**src/rtl/conv_encode_param.sv**
```systemverilog
// conv_encode_param
//   Frame-based rate-1/N_OUT feed-forward convolutional encoder with
//   constraint length K and generator polynomials supplied by parameter.
//   Each accepted information bit yields one N_OUT-bit symbol. When
//   TAIL_EN is set, K-1 zero bits are flushed after the last bit of a frame
//   so that every frame ends with the encoder back in state 0.
//
//   Ports
//     clk_sig    in   1      clock, rising edge
//     reset_sig  in   1      synchronous reset, active-low
//     in_bit     in   1      information bit
//     in_valid   in   1      in_bit valid
//     in_last    in   1      in_bit is the last bit of the frame
//     in_ready   out  1      encoder accepts in_bit this cycle
//     out_sym    out  N_OUT  encoded symbol; bit j uses GEN[j*K +: K]
//     out_valid  out  1      out_sym valid
//     out_last   out  1      out_sym is the last symbol of the frame
//     out_ready  in   1      downstream accepts out_sym
//     busy       out  1      tail flush in progress
module conv_encode_param #(
    parameter int                   N_OUT   = 2,
    parameter int                   K       = 3,
    parameter logic [N_OUT*K-1:0]   GEN     = {3'b111, 3'b101},
    parameter bit                   TAIL_EN = 1'b1
) (
    input  logic             clk_sig,
    input  logic             reset_sig,
    input  logic             in_bit,
    input  logic             in_valid,
    input  logic             in_last,
    output logic             in_ready,
    output logic [N_OUT-1:0] out_sym,
    output logic             out_valid,
    output logic             out_last,
    input  logic             out_ready,
    output logic             busy
);

    localparam int             CW        = $clog2(K);
    localparam logic [CW-1:0]  TAIL_INIT = CW'(K - 1);
    localparam logic [CW-1:0]  CNT_ONE   = CW'(1);

    typedef enum logic {
        RUN  = 1'b0,
        TAIL = 1'b1
    } state_t;

    state_t             state_reg, state_next;
    logic [K-2:0]       sr_reg,    sr_next;     // sr_reg[K-2] = most recent past bit
    logic [CW-1:0]      cnt_reg,   cnt_next;
    logic [N_OUT-1:0]   sym_reg,   sym_next;
    logic               valid_reg, valid_next;
    logic               last_reg,  last_next;

    logic               slot_free;
    logic               cur_bit;
    logic [K-1:0]       window;
    logic [N_OUT-1:0]   enc;

    // The single output register can take a new symbol when it is empty or
    // its current symbol is being handed off on this same edge.
    assign slot_free = !valid_reg || out_ready;

    // During the flush the encoder is fed zeros regardless of in_bit.
    assign cur_bit   = (state_reg == TAIL) ? 1'b0 : in_bit;
    assign window    = {cur_bit, sr_reg};

    genvar gi;
    generate
        for (gi = 0; gi < N_OUT; gi++) begin : g_out
            assign enc[gi] = ^(window & GEN[gi*K +: K]);
        end
    endgenerate

    always_ff @(posedge clk_sig) begin
        if (!reset_sig) begin
            state_reg <= RUN;
            sr_reg    <= '0;
            cnt_reg   <= '0;
            sym_reg   <= '0;
            valid_reg <= 1'b0;
            last_reg  <= 1'b0;
        end else begin
            state_reg <= state_next;
            sr_reg    <= sr_next;
            cnt_reg   <= cnt_next;
            sym_reg   <= sym_next;
            valid_reg <= valid_next;
            last_reg  <= last_next;
        end
    end

    always_comb begin
        state_next = state_reg;
        sr_next    = sr_reg;
        cnt_next   = cnt_reg;
        sym_next   = sym_reg;
        valid_next = valid_reg;
        last_next  = last_reg;

        // A completed handoff empties the slot unless a new symbol is loaded
        // below; a stalled symbol keeps its value and flags.
        if (slot_free) begin
            valid_next = 1'b0;
            last_next  = 1'b0;
        end

        case (state_reg)
            RUN: begin
                if (in_valid && slot_free) begin
                    sym_next   = enc;
                    valid_next = 1'b1;
                    sr_next    = window[K-1:1];
                    if (in_last) begin
                        if (TAIL_EN) begin
                            state_next = TAIL;
                            cnt_next   = TAIL_INIT;
                        end else begin
                            // No flush: mark this symbol as frame end and
                            // start the next frame from the zero state.
                            last_next = 1'b1;
                            sr_next   = '0;
                        end
                    end
                end
            end
            TAIL: begin
                if (slot_free) begin
                    sym_next   = enc;
                    valid_next = 1'b1;
                    sr_next    = window[K-1:1];
                    cnt_next   = cnt_reg - CNT_ONE;
                    if (cnt_reg == CNT_ONE) begin
                        last_next  = 1'b1;
                        state_next = RUN;
                    end
                end
            end
            default: begin
                state_next = RUN;
            end
        endcase
    end

    assign in_ready  = (state_reg == RUN) && slot_free;
    assign busy      = (state_reg == TAIL);
    assign out_sym   = sym_reg;
    assign out_valid = valid_reg;
    assign out_last  = last_reg;

endmodule

```
**config.mk**
```make
export PLATFORM = sky130hd
export DESIGN_NAME = conv_encode_param
export DESIGN_NICKNAME = d
export VERILOG_FILES = /design/src/rtl/conv_encode_param.sv
export SDC_FILE = /design/constraint.sdc
export NUM_CORES = 1
export LEC_CHECK = 0
export CAP_MARGIN = 0
export CORE_AREA = 3 3 40 42
export CTS_CLUSTER_DIAMETER = 200
export DETAILED_ROUTE_END_ITERATION = 6
export DIE_AREA = 0 0 43 45
export PLACE_DENSITY = 0.59
export SETUP_SLACK_MARGIN = 0.4
export SLEW_MARGIN = 40
export SYNTH_ARGS = -nofsm -noshare
export SYNTH_HDL_FRONTEND = slang
export SYNTH_SLANG_ARGS = --single-unit
```
**constraint.sdc**
```tcl
create_clock -name clk_sig -period 2.5 [get_ports clk_sig]
set_input_delay 0.5 -clock clk_sig [delete_from_list [all_inputs] [get_ports clk_sig]]
set_output_delay 0.5 -clock clk_sig [all_outputs]
set_load 0.02 [all_outputs]
```
# --- Yosys cells after proc, flatten, opt, wreduce, memory -nomap -nowiden ---
# Cells that the tools add are included.
classes:
  n_addsub: 1
  multipliers: 0
  n_div: 0
  n_lt_le_gt_ge: 0
  eq_ne: 4
  n_shift: 0
  n_mux: 24
  n_bitwise: 1
  reduce_logical: 8
ops:
  columns: ["operator", "count"]
  rows:
  - ["2-bit 2-to-1 mux", 7]
  - ["2-bit case mux with 2 select lines", 3]
  - ["1-bit 2-to-1 mux", 11]
  - ["1-bit case mux with 2 select lines", 3]
  - ["3-bit parity", 2]
  - ["2-bit != test (second input constant)", 2]
  - ["3-bit AND reduction", 1]
  - ["2-bit by 1-bit == test with 1-bit output (second input constant)", 1]
  - ["1-bit logical AND", 2]
  - ["2-bit by 1-bit != test with 1-bit output (second input constant)", 1]
  - ["2-bit AND reduction", 1]
  - ["2-bit by 1-bit subtractor with 2-bit output (second input constant)", 1]
  - ["1-bit zero test", 1]
  - ["1-bit logical OR", 1]
  - ["1-bit NOT", 1]
word_totals:
  reg_bits: 9
  latch_bits: 0
  ramBits: 0
  romBits: 0
  input_bits: 6
  mem_count: 0

# --- Longest topological paths before layout ---
# Gate-level depths: netlist of the first run.
depth:
  depth_word: 6
  mapped_depth: 5
  depth_no_buf: 5

# --- Worst setup path before layout of the first run ---
# No wires, ideal clock.
synth_path:
  path_type: "reg-to-output"
  from: "reg valid_reg (netlist: out_valid)"
  to: "out in_ready"
  arrival_ps: 912
  path_slack_ps: 1088
  path_stages_with_launch: 3
  path_cell_list: "dfxtp_1 nor2b_1 nor2_1"
synth_between:
  elab_chain_cells: 3
synth_lines:
  columns: ["item", "line_no", "rtl"]
  rows:
  - ["from (decl)", "52", "logic valid_reg, valid_next;"]
  - ["from (signal assigned)", "88", "valid_reg <= valid_next;"]
  - ["1-bit zero test", "62", "assign slot_free = !valid_reg || out_ready;"]
  - ["1-bit logical OR", "62", null]
  - ["1-bit logical AND", "145", "assign in_ready = (state_reg == RUN) && slot_free;"]
  - ["to (decl)", "31", "output logic in_ready,"]
# No other way between the ends.

# --- Worst setup path in the final report of the first run ---
layout_path:
  from: "in out_ready"
  to: "out in_ready"
layout_between:
  elab_chain_cells: 2
layout_lines:
  columns: ["item", "line_no", "rtl"]
  rows:
  - ["from (decl)", "35", "input logic out_ready,"]
  - ["1-bit logical OR", "62", null]
  - ["1-bit logical AND", "145", null]
# No other way between the ends.

==> results of run 1 <==
## worst min-delay path: stages, from the launching register on
cell and delay, ps:
dfxtp_1 310, nand2_1 50, a21boi_0 60
## cells in the mapped netlist, types with 2 or more instances
cell type,instances
a21oi_1,3
nand2_1,4
nor2b_1,5
o31a_1,2
dfxtp_1,9
and2_1,2
o21ai_0,2
nor2_1,2
## report_power, final
part / leakage, nW / total (mW) / switching (mW) / internal (mW)
registers: 0.0741 / 0.162 / 0.00773 / 0.154
logic: 0.129 / 0.0719 / 0.0342 / 0.0376
clock network: 0.0150 / 0.109 / 0.0476 / 0.0613
total: 0.218 / 0.342 / 0.0896 / 0.253
## stage by stage
stage | util | hold WS [ps]
2_1_floorplan | - | 503
3_3_place_gp | 0.425 | 455
3_5_place_dp | 0.425 | 462
4_1_cts | 0.444 | 473
5_1_grt | 0.445 | 511
6_report | 0.445 | 466
## path summary, 6_finish.rpt
check        startpoint    endpoint  slack (ps)
min           flip-flop   flip-flop         470
min reg2reg   flip-flop   flip-flop         470
max           out_ready    in_ready         500
max reg2reg        busy  out_sym[1]        1230
## cell type report
cell class / count / share of cell area
Multi-Input combinational cell: 34 / 0.394
Inverter: 1 / 0.00656
Tap cell: 15 / 0.0328
Timing Repair Buffer: 12 / 0.206
Clock buffer: 4 / 0.0460
Sequential cell: 9 / 0.315
## cell usage in the layout, fill, tap and decap left out
cell             instances
and2_1                   2
nor3b_1                  1
o31a_1                   2
nand2_1                  4
clkbuf_1                 1
and4bb_1                 1
clkdlybuf4s15_1          1
clkbuf_4                 3
a31oi_1                  1
clkdlybuf4s50_1         10
buf_4                    1
nor2_1                   2
o21ai_2                  1
inv_1                    1
o21ai_1                  1
mux2i_1                  1
nand2b_1                 1
o211a_1                  1
o21bai_1                 1
a21oi_1                  3
nor2b_1                  5
dfxtp_1                  9
a32oi_1                  1
a21boi_0                 1
nand4b_1                 1
nand3_1                  1
ha_1                     1
o21ai_0                  2
## cells by family (layout without fill, tap and decap cells)
group / after synthesis / after routing / synth area share
compound gates: 14 / 14 / 0.233
buf+inv: 2 / 17 / 0.0211
mux: 1 / 1 / 0.0242
flops: 9 / 9 / 0.435
fa+ha+maj: 1 / 1 / 0.0302
simple gates: 18 / 18 / 0.257
## per-layer routing
metal / global-route usage / up-vias / part of all wire
met5: 0 / - / 0
met2: 0.168 / 10 / 0.51
met4: 0.0542 / 0 / 0
li1: - / 193 / -
met3: 0.0359 / 0 / 0.037
met1: 0.115 / 179 / 0.45
## repair_timing
action | CTS | global route
resized for setup | 1 | 1
setup endpoints to repair | 1 | 1
hold endpoints to repair | 0 | 0
hold buffers | 0 | 0
==> run_results.csv, run 1 <==
group,metric,value,unit
outcome,status,"finished, final reports clean",
grt,grt_use_total,0.101,
critical_path,crit_fanout,2,
critical_path,path_buf_inv,2,
yosys,ys_ff_latch,9,
floorplan,dieArea,0.00194,sq mm
clock_network,clk_path_buf_depth,2,
sta,fin_ws,497,ps
critical_path,cp_num_cells,4,
sta,skew,5.39,ps
floorplan,core-area,0.00128,sq mm
yosys,async_flop_share,0,
sta,final_max_slew_viol_count,0,
pwr,leakagePower,0.218,nW
sta,max_freq,0.499,GHz
sta,finalHoldViolCount,0,
critical_path,worst_r2r_path_depth,3,
final_layout,syn_to_final_growth,38.1,%
sta,timing.final.crit_period,2000,ps
final_layout,regArea,180,sq um
yosys,synth.area.top_cells,"dfxtp_1 (44%), nor2b_1 (7.6%), o31a_1 (4.2%), a21oi_1 (3.6%), nand2_1 (3.6%)",
clock_network,cts_tree,"yes",
pwr,power,342,uW
final_layout,num_antenna_cells,0,
grt,grt_pass1_wl,1440,um
yosys,synth_fp_nets,52,
critical_path,cp_data_required_time,2000,ps
routing,first_iter_violations,5,
routing,via_per_inst,5.09,
worst_hold_path,hold_depth,2,
yosys,netlist_instances,45,
sta,worst_pin_slew,312,ps
floorplan,io_pins,12,
floorplan,start_util,0.322,
placement,portBuffers,11,
placement,post-place-ws,198,ps
grt,grt_overflow,0,
final_layout,nets,68,
clock_network,htree_levels,1,
pwr,powerDensity,599,mW/mm^2
critical_path,crit_type,"in2out",
clock_network,cts_setup_buffers,0,
yosys,syn-cell-area,414,sq um
floorplan,rows,13,
routing,routed_wl,862,um
run,max_cap_violations,0,
critical_path,cp.arrival,1500,ps
final_layout,multi_input_area,225,sq um
sta,slew_headroom,0.792,
sta,rsz0062_at_grt,"false",
yosys,yosysTopAreaCell,"dfxtp_1",
clock_network,cts_root_buf,"clkbuf_4",
grt,grt_pass1_vias,340,
clock_network,clk_pin_slew,60,ps
critical_path,crit_family,"buffers and inverters",
placement,dp_hpwl,635,um
critical_path,critical-path-slowest-cell,"clkdlybuf4s50_1",
critical_path,critPathMaxStageDelay,470,ps
yosys,synth_top_flop_cell,"dfxtp_1",
floorplan,die_h,45,um
sta,timing.final.crit_share,0.801,
final_layout,fillers,140,
worst_hold_path,hp-class,"reg2reg",
routing,via_count,382,
yosys,synth_edf_count,0,
sta,tns,0,ps
sta,setup_viol,0,
critical_path,crit_chain,"clkdlybuf4s50_1, nor2b_1, nor2_1, clkdlybuf4s15_1",
routing,drtPass1Iterations,4,
grt,grt_max_degree,11,
yosys,yosys.area.top_type_share,0.435,
yosys,synth.distinct_cells,24,
placement,gp_congestion,0.657,
final_layout,drive_above_1_share,0.0833,
yosys,syn_area_per_cell,9.20,sq um
routing,avgRoutedWirePerCell,11.5,um
pwr,vdd_drop_max,236,uV
clock_network,cts_buffers,3,
grt,grt_antenna_before_repair,0,
clock_network,worstSkewPairLatency,260,ps
placement,post-place-cells,71,
floorplan,die_width,43,um
critical_path,start_kind,"input port",
critical_path,crit_path_end_kind,"primary output",
placement,dpl_cell_area,546,sq um
yosys,ys_seq_area_frac,0.435,
routing,drc,0,
clock_network,clkSinkCount,9,
final_layout,final_cell_area,572,sq um
final_layout,fin_cells,75,
yosys,yosysWarnings,0,
routing,ant_nets,0,
Power figures use the tool's default switching activity.
==> run 2: changes to the inputs <==
--- a/config.mk
+++ b/config.mk
@@ -10,7 +10,7 @@
 export CTS_CLUSTER_DIAMETER = 200
 export DETAILED_ROUTE_END_ITERATION = 6
 export DIE_AREA = 0 0 43 45
-export PLACE_DENSITY = 0.59
+export PLACE_DENSITY = 0.61
 export SETUP_SLACK_MARGIN = 0.4
 export SLEW_MARGIN = 40
 export SYNTH_ARGS = -nofsm -noshare
==> constraint.sdc (replaced) <==
create_clock -name clk_sig -period 1.7 [get_ports clk_sig]
set_input_delay 0.34 -clock clk_sig [delete_from_list [all_inputs] [get_ports clk_sig]]
set_output_delay 0.34 -clock clk_sig [all_outputs]
set_load 0.02 [all_outputs]
==> run_results.csv, run 2 (synthesized netlist as in run 1, its figures left out) <==
group,metric,value,unit
grt,grt_pass1_vias,409,
critical_path,cp.arrival,970,ps
sta,rsz0062_at_grt,"true",
sta,finalHoldViolCount,0,
floorplan,io_pins,12,
floorplan,core-area,0.00128,sq mm
sta,max_freq,0.765,GHz
placement,dpl_cell_area,579,sq um
routing,drtPass1Iterations,2,
final_layout,multi_input_area,248,sq um
clock_network,htree_levels,1,
final_layout,num_antenna_cells,0,
floorplan,dieArea,0.00194,sq mm
pwr,vdd_drop_max,409,uV
pwr,leakagePower,0.266,nW
final_layout,final_cell_area,621,sq um
clock_network,clk_path_buf_depth,2,
clock_network,cts_tree,"yes",
critical_path,crit_fanout,3,
worst_hold_path,hp-class,"reg2reg",
grt,grt_overflow,0,
clock_network,post_cts_hold_buffer_count,0,
routing,drc,0,
sta,skew,3.64,ps
sta,slew_headroom,0.806,
floorplan,start_util,0.322,
outcome,status,"finished, final reports clean",
final_layout,fin_util,0.483,
floorplan,die_width,43,um
routing,via_count,398,
clock_network,clk_pin_slew,60,ps
critical_path,crit_path_end_kind,"primary output",
final_layout,fillers,134,
sta,timing.final.crit_share,0.769,
final_layout,drive_above_1_share,0.250,
clock_network,cts_buffers,3,
clock_network,cts_root_buf,"clkbuf_4",
placement,portBuffers,11,
routing,first_iter_violations,3,
final_layout,syn_to_final_growth,49.8,%
critical_path,cp_data_required_time,1360,ps
critical_path,crit_type,"reg2out",
final_layout,regArea,188,sq um
grt,grt_pass1_wl,1700,um
floorplan,rows,13,
grt,grt_antenna_before_repair,0,
sta,worst_pin_slew,290,ps
routing,avgRoutedWirePerCell,11.5,um
floorplan,die_h,45,um
routing,routed_wl,908,um
clock_network,cts_setup_buffers,0,
run,max_cap_violations,0,
sta,timing.final.crit_period,1310,ps
routing,via_per_inst,5.04,
critical_path,critical-path-slowest-cell,"dfxtp_4",
clock_network,cts_resized,15,
final_layout,layout_common_cells,"dfxtp_1 (7), dlygate4sd2_1 (6), buf_4 (5)",
placement,dp_hpwl,696,um
grt,grt_use_total,0.124,
placement,gp_congestion,0.763,
critical_path,crit_chain,"nor2b_4, nor2_4, buf_6",
final_layout,final_common_cell,"dfxtp_1",
sta,final_max_slew_viol_count,0,
critical_path,critPathMaxStageDelay,350,ps
clock_network,clkSinkCount,9,
routing,ant_nets,0,
pwr,powerDensity,839,mW/mm^2
critical_path,start_kind,"flip-flop",
grt,grt_max_degree,11,
sta,setup_viol,0,
sta,worst_hold_slack,470,ps
final_layout,nets,72,
clock_network,worstSkewPairLatency,260,ps
-- run 2: cell type report --
cell class,instances,share of cell area
well taps,15,0.0302
flip-flops and latches,9,0.302
clock buffers,4,0.0423
multi-input cells,34,0.399
inverters,1,0.00605
repair buffers,16,0.220
-- run 2: report_power, final --
group	internal [mW]	switching (mW)
combinational	0.0587	0.0539
clock	0.0906	0.0786
sequential	0.226	0.0128
-- run 2: metal layers --
| layer | global-route usage | vias up | routed length [um] |
|---|---|---|---|
| met2 | 0.201 | 10 | 404 |
| met1 | 0.125 | 182 | 418 |
| met4 | 0.127 | 0 | 40 |
| li1 | - | 201 | - |
| met3 | 0.0359 | 5 | 45 |
| met5 | 0 | - | 0 |
-- run 2: path summary, 6_finish.rpt --
kind	start	endpoint	slack, ps	depth (start not counted)
worst max-delay path	out_valid	in_ready	390	3
worst min-delay path	flip-flop	flip-flop	470	2
worst max register to register	busy	out_sym[1]	530	3
worst min register to register	flip-flop	flip-flop	470	2
-- run 2: worst max-delay path, delay by kind of cell, from the launching register on --
kind	cells	cell delay [ps]
simple gates	2	230
flops	1	350
buf+inv	1	120
-- run 2: through the flow --
step                      std cells  setup TNS, ps  total power [mW]  worst slack, ps
after floorplan                  45              0             0.303              400
after global placement           75           -337             0.357             -307
after detailed placement         75           -331             0.359             -286
after CTS                        79              0             0.523              257
after global routing             79              0             0.557              344
final                            79              0             0.520              393
